===== src/rtl/lsu_mem_master.sv =====
// lsu_mem_master: single-outstanding load/store initiator for the NPC
// data-memory port (8-byte-wide valid/wen/raddr/rdata/waddr/wdata/wmask).
// Aligns store data to byte lanes and builds the lane mask. Shifts and
// sign/zero-extends load data. Returns a registered response to write-back.
//
// Optional feature: define LSU_MISALIGN_CHECK_EN to reject accesses that are
// not aligned to their size. Such a request skips the memory and gets an
// error response instead.
//
// Ports:
//   clk, reset         clock, synchronous active-high reset
//   req_*              execute-stage request (valid/ready, wen, addr, wdata,
//                      size 0..3 = byte..dword, unsigned)
//   mem_*              memory interface; mem_rdata is valid the cycle after
//                      mem_valid
//   resp_*             write-back response (valid/ready, rdata, err)
module lsu_mem_master #(
  parameter int unsigned ADDR_W = 32,
  parameter int unsigned DATA_W = 64
) (
  input  logic              clk,
  input  logic              reset,
  input  logic              req_valid,
  output logic              req_ready,
  input  logic              req_wen,
  input  logic [ADDR_W-1:0] req_addr,
  input  logic [DATA_W-1:0] req_wdata,
  input  logic [1:0]        req_size,
  input  logic              req_unsigned,
  output logic              mem_valid,
  output logic              mem_wen,
  output logic [ADDR_W-1:0] mem_raddr,
  output logic [ADDR_W-1:0] mem_waddr,
  output logic [DATA_W-1:0] mem_wdata,
  output logic [7:0]        mem_wmask,
  input  logic [DATA_W-1:0] mem_rdata,
  output logic              resp_valid,
  input  logic              resp_ready,
  output logic [DATA_W-1:0] resp_rdata,
  output logic              resp_err
);

  typedef enum logic [1:0] {
    IDLE    = 2'd0,
    ISSUE   = 2'd1,
    CAPTURE = 2'd2,
    RESP    = 2'd3
  } state_t;

  state_t state, state_next;

  logic              wen_q;
  logic [ADDR_W-1:0] addr_q;
  logic [DATA_W-1:0] wdata_q;
  logic [1:0]        size_q;
  logic              uns_q;
  logic [DATA_W-1:0] rdata_q;
  logic              err_q;

  logic              req_misaligned;
  logic              reject;
  logic [DATA_W-1:0] shifted;
  logic [DATA_W-1:0] load_ext;
  logic [7:0]        base_mask;
  logic [15:0]       wide_mask;

  always_comb begin
    req_misaligned = 1'b0;
    case (req_size)
      2'd0:    req_misaligned = 1'b0;
      2'd1:    req_misaligned = req_addr[0];
      2'd2:    req_misaligned = |req_addr[1:0];
      default: req_misaligned = |req_addr[2:0];
    endcase
  end

`ifdef LSU_MISALIGN_CHECK_EN
  assign reject = req_misaligned;
`else
  assign reject = 1'b0;
`endif

  // Load alignment: bring the addressed byte down to lane 0, then extend.
  assign shifted = mem_rdata >> {addr_q[2:0], 3'b000};

  always_comb begin
    load_ext = shifted;
    case (size_q)
      2'd0: load_ext = uns_q ? {56'd0, shifted[7:0]}
                             : {{56{shifted[7]}}, shifted[7:0]};
      2'd1: load_ext = uns_q ? {48'd0, shifted[15:0]}
                             : {{48{shifted[15]}}, shifted[15:0]};
      2'd2: load_ext = uns_q ? {32'd0, shifted[31:0]}
                             : {{32{shifted[31]}}, shifted[31:0]};
      default: load_ext = shifted;
    endcase
  end

  // Mask is built 16 bits wide so lanes shifted past byte 7 simply fall off.
  always_comb begin
    base_mask = 8'h01;
    case (size_q)
      2'd0:    base_mask = 8'h01;
      2'd1:    base_mask = 8'h03;
      2'd2:    base_mask = 8'h0F;
      default: base_mask = 8'hFF;
    endcase
  end

  assign wide_mask = {8'd0, base_mask} << addr_q[2:0];

  always_ff @(posedge clk) begin
    if (reset) state <= IDLE;
    else       state <= state_next;
  end

  always_comb begin
    state_next = state;
    req_ready  = 1'b0;
    mem_valid  = 1'b0;
    mem_wen    = 1'b0;
    mem_wmask  = '0;
    resp_valid = 1'b0;
    case (state)
      IDLE: begin
        req_ready = 1'b1;
        if (req_valid) state_next = reject ? RESP : ISSUE;
      end
      ISSUE: begin
        mem_valid  = 1'b1;
        mem_wen    = wen_q;
        mem_wmask  = wen_q ? wide_mask[7:0] : 8'd0;
        state_next = wen_q ? RESP : CAPTURE;
      end
      CAPTURE: state_next = RESP;
      default: begin
        resp_valid = 1'b1;
        if (resp_ready) state_next = IDLE;
      end
    endcase
  end

  always_ff @(posedge clk) begin
    if (reset) begin
      wen_q   <= 1'b0;
      addr_q  <= '0;
      wdata_q <= '0;
      size_q  <= '0;
      uns_q   <= 1'b0;
      rdata_q <= '0;
      err_q   <= 1'b0;
    end else begin
      case (state)
        IDLE: if (req_valid) begin
          wen_q   <= req_wen;
          addr_q  <= req_addr;
          wdata_q <= req_wdata;
          size_q  <= req_size;
          uns_q   <= req_unsigned;
          rdata_q <= '0;
          err_q   <= reject;
        end
        CAPTURE: rdata_q <= load_ext;
        default: ;
      endcase
    end
  end

  assign mem_raddr  = {addr_q[ADDR_W-1:3], 3'b000};
  assign mem_waddr  = {addr_q[ADDR_W-1:3], 3'b000};
  assign mem_wdata  = wdata_q << {addr_q[2:0], 3'b000};
  assign resp_rdata = rdata_q;
  assign resp_err   = err_q;

endmodule


===== config.mk =====
export PLATFORM = sky130hd
export DESIGN_NAME = lsu_mem_master
export DESIGN_NICKNAME = d
export VERILOG_FILES = /design/src/rtl/lsu_mem_master.sv
export SDC_FILE = /design/constraint.sdc
export NUM_CORES = 1
export LEC_CHECK = 0
export CAP_MARGIN = 25
export CORE_UTILIZATION = 46
export DETAILED_ROUTE_END_ITERATION = 7
export PLACE_DENSITY = 0.93
export SYNTH_ARGS = -nofsm -noshare
export SYNTH_HDL_FRONTEND = slang
export SYNTH_SLANG_ARGS = --single-unit
export TNS_END_PERCENT = 100

===== constraint.sdc =====
create_clock -name clk -period 2.62 [get_ports clk]
set_clock_uncertainty 0.1 [all_clocks]
set_input_delay 0.524 -clock clk [delete_from_list [all_inputs] [get_ports clk]]
set_output_delay 0.524 -clock clk [all_outputs]
set_load 0.05 [all_outputs]

==> results.toml <==
[outcome]
outcome = "finished with violations"
violations = "design-rule violations, negative setup slack"

[pwr]
p_leak_nw = 5.73
power_density_nw_per_um2 = 941
irDropWorstVdd_mv = 0.604
p_total_mw = 15.0

[cts]
clock-sinks = 166
cts-buffers-inserted = 17
h-tree-depth = 4
cts_hold_buf = 0
cts_tree = "built"
clk_latency_ns = 0.44
clk_pin_slew_ns = 0.07
clockBufferDepth = 2
cts-root-buf = "clkbuf_16"

[min_path]
hold_depth = 2
hp-class = "in -> reg"
min_from = "reset"
min_to = "size_q[1]"

[floorplanning]
die_w_um = 152
die_h_um = 152
die_area_um2 = 23000
core_area_um2 = 21900
num_io_pins = 373
start_util_pct = 47.0
row_count = 54

[sta]
tns_ns = -0.263
hold_viol = 0
relSlewSlack_pct = 39.3
min_period_over_period_pct = 103
setup_ws_ns = -0.0814
worst_pin_slew_ns = 0.907
setup_viol = 5
rsz0062_at_grt = "true"
drv_slew = 0
max_freq_mhz = 370
period_minus_slack_ns = 2.70

[synthesis]
ys_seq_area_share_pct = 32.3
synth_edf_count = 0
synthTopCellsByArea = "dfxtp_1 32%, nand2_1 11%, mux2i_1 11%"
synth_top_area_share_pct = 32.3
async_reset_ff_share_pct = 0
ys_types = 48
synthesis.area_um2 = 10300
synth_top_area_cell = "dfxtp_1"
ys_seq_elements = 166
yosys_warnings = 0
postSynthCellCount = 1324
avgSynthCellArea_um2 = 7.77
synthTopCellsByCount = "308 x nand2_1, 166 x dfxtp_1, 154 x a21oi_1"
synth_flop_cell = "dfxtp_1"
synth_most_common_cell = "nand2_1"

[route]
num_vias = 11800
drt_pass1_iterations = 8
drc = 42
drt-initial-drc-count = 1421
wl_per_cell_um = 22.8
via_per_inst = 6.18
ant_nets = 0
wl_um = 43500

[critical_path]
crit_path_end_kind = "output port"
worstPathMaxFanout = 28
worst-endpoint-arrival_ns = 2.08
r2r_end = "resp_rdata[16]"
critical_path_class = "reg -> out"
reg2reg_slack_ns = 0.02
r2r_cells = 8
startpoint_type = "flip-flop"
required_ns = 2.00
rr_startpoint = "addr_q[1]"

[final_layout]
fill_cells = 1433
drive_above_1_share_pct = 20.6
multi_input_area_um2 = 6510
regArea_um2 = 3330
postLayoutCoreUtil_pct = 72.9
area_growth_pct = 55.0
final_area_um2 = 16000
nets = 1786

[place]
place_area_um2 = 15000
post-place-ws_ns = -0.271
routabilityCongestion = 1.01
port_buffers = 365
dp_hpwl_um = 30200

[global_routing]
grt_antenna_before_repair = 2
grt_pass1_vias = 11000
grt_start_max_net_pins = 101
overflow = 0
grt_usage_pct = 35.7
grt_pass1_wl_um = 61400

[job]
max_cap_violations = 0
==> layer usage <==
metal | track usage, % | share of wire (%)
met4 | 24.6 | 7.1
met2 | 58.0 | 47
met5 | 0 | 0.018
met3 | 12.2 | 13
met1 | 39.4 | 33
==> layout by cell type, fill, tap and decap left out, types with 17 or more instances in the layout <==
cell             instances
a21oi_1                152
nand2_1                304
dfxtp_1                163
buf_12                  76
o21ai_0                 59
clkdlybuf4s50_1        290
a211oi_1                26
mux2_2                  24
nor2_1                  56
buf_4                   66
clkbuf_16               17
nor2b_1                 22
mux2i_1                106
mux4_2                  19
==> timing repair <==
item | CTS | global route
pin swaps | 1 | 3
endpoints found under the setup margin | 52 | 54
buffers inserted | 5 | 10
gates cloned | 1 | 2
resized for setup | 15 | 31
==> critical path: stages, from the launching register on <==
cell	delay, ns
dfxtp_4	0.39
buf_12	0.23
mux2i_4	0.31
nor2_1	0.11
a21oi_1	0.30
o21ai_2	0.12
buf_12	0.16
==> power by group <==
part	total [mW]	internal [mW]	leakage, nW	switching [mW]
clock network	2.64	1.49	0.295	1.15
registers	3.42	2.95	1.36	0.472
logic	8.95	3.45	4.07	5.50
==> sequential cells by signal, indices dropped and copies added, names as in the netlist <==
name and count:
wen_q 1, state 2, resp_rdata 64, addr_q 32, size_q 2, uns_q 1, wdata_q 64
==> area by class of cell <==
type	count	share of cell area, %
antenna	2	0.0314
clock buffer	19	2.84
clock inverter	13	0.996
inverter	8	0.188
multi-input combinational	976	40.8
sequential	166	20.9
tap	280	2.20
timing repair buffer	445	32.0
==> worst max-delay path by stage <==
stage             startpoint        endpoint  slack [ns]  cells after the start
2_1_floorplan      addr_q[1]    mem_wmask[6]       -0.15                      7
3_3_place_gp   mem_rdata[55]  resp_rdata[24]       -0.20                      7
3_5_place_dp   mem_rdata[47]  resp_rdata[23]       -0.27                      7
4_1_cts            addr_q[1]   mem_wdata[50]       0.003                      6
5_1_grt            addr_q[1]   mem_wdata[51]       -0.15                      6
6_report           addr_q[1]   mem_wdata[52]       -0.08                      6
==> kinds of logic (layout without fill, tap and decap cells) <==
family,count (synthesis),in the layout,synth area share [%]
and+or+nand+nor,442,442,17.6
AOI/OAI and AO/OA,365,367,21.9
buffers and inverters,190,485,9.88
DFF,166,166,32.3
muxes,156,156,17.8
adders and majority gates,4,4,0.487
other,1,9,0.0365
==> per-stage QoR <==
step,hold slack [ns],cells
6_report,0.312,1909
5_1_grt,0.306,1907
4_1_cts,0.293,1895
3_5_place_dp,0.341,1857
3_3_place_gp,0.336,1857
2_1_floorplan,0.334,1330
Power figures use the tool's default switching activity.
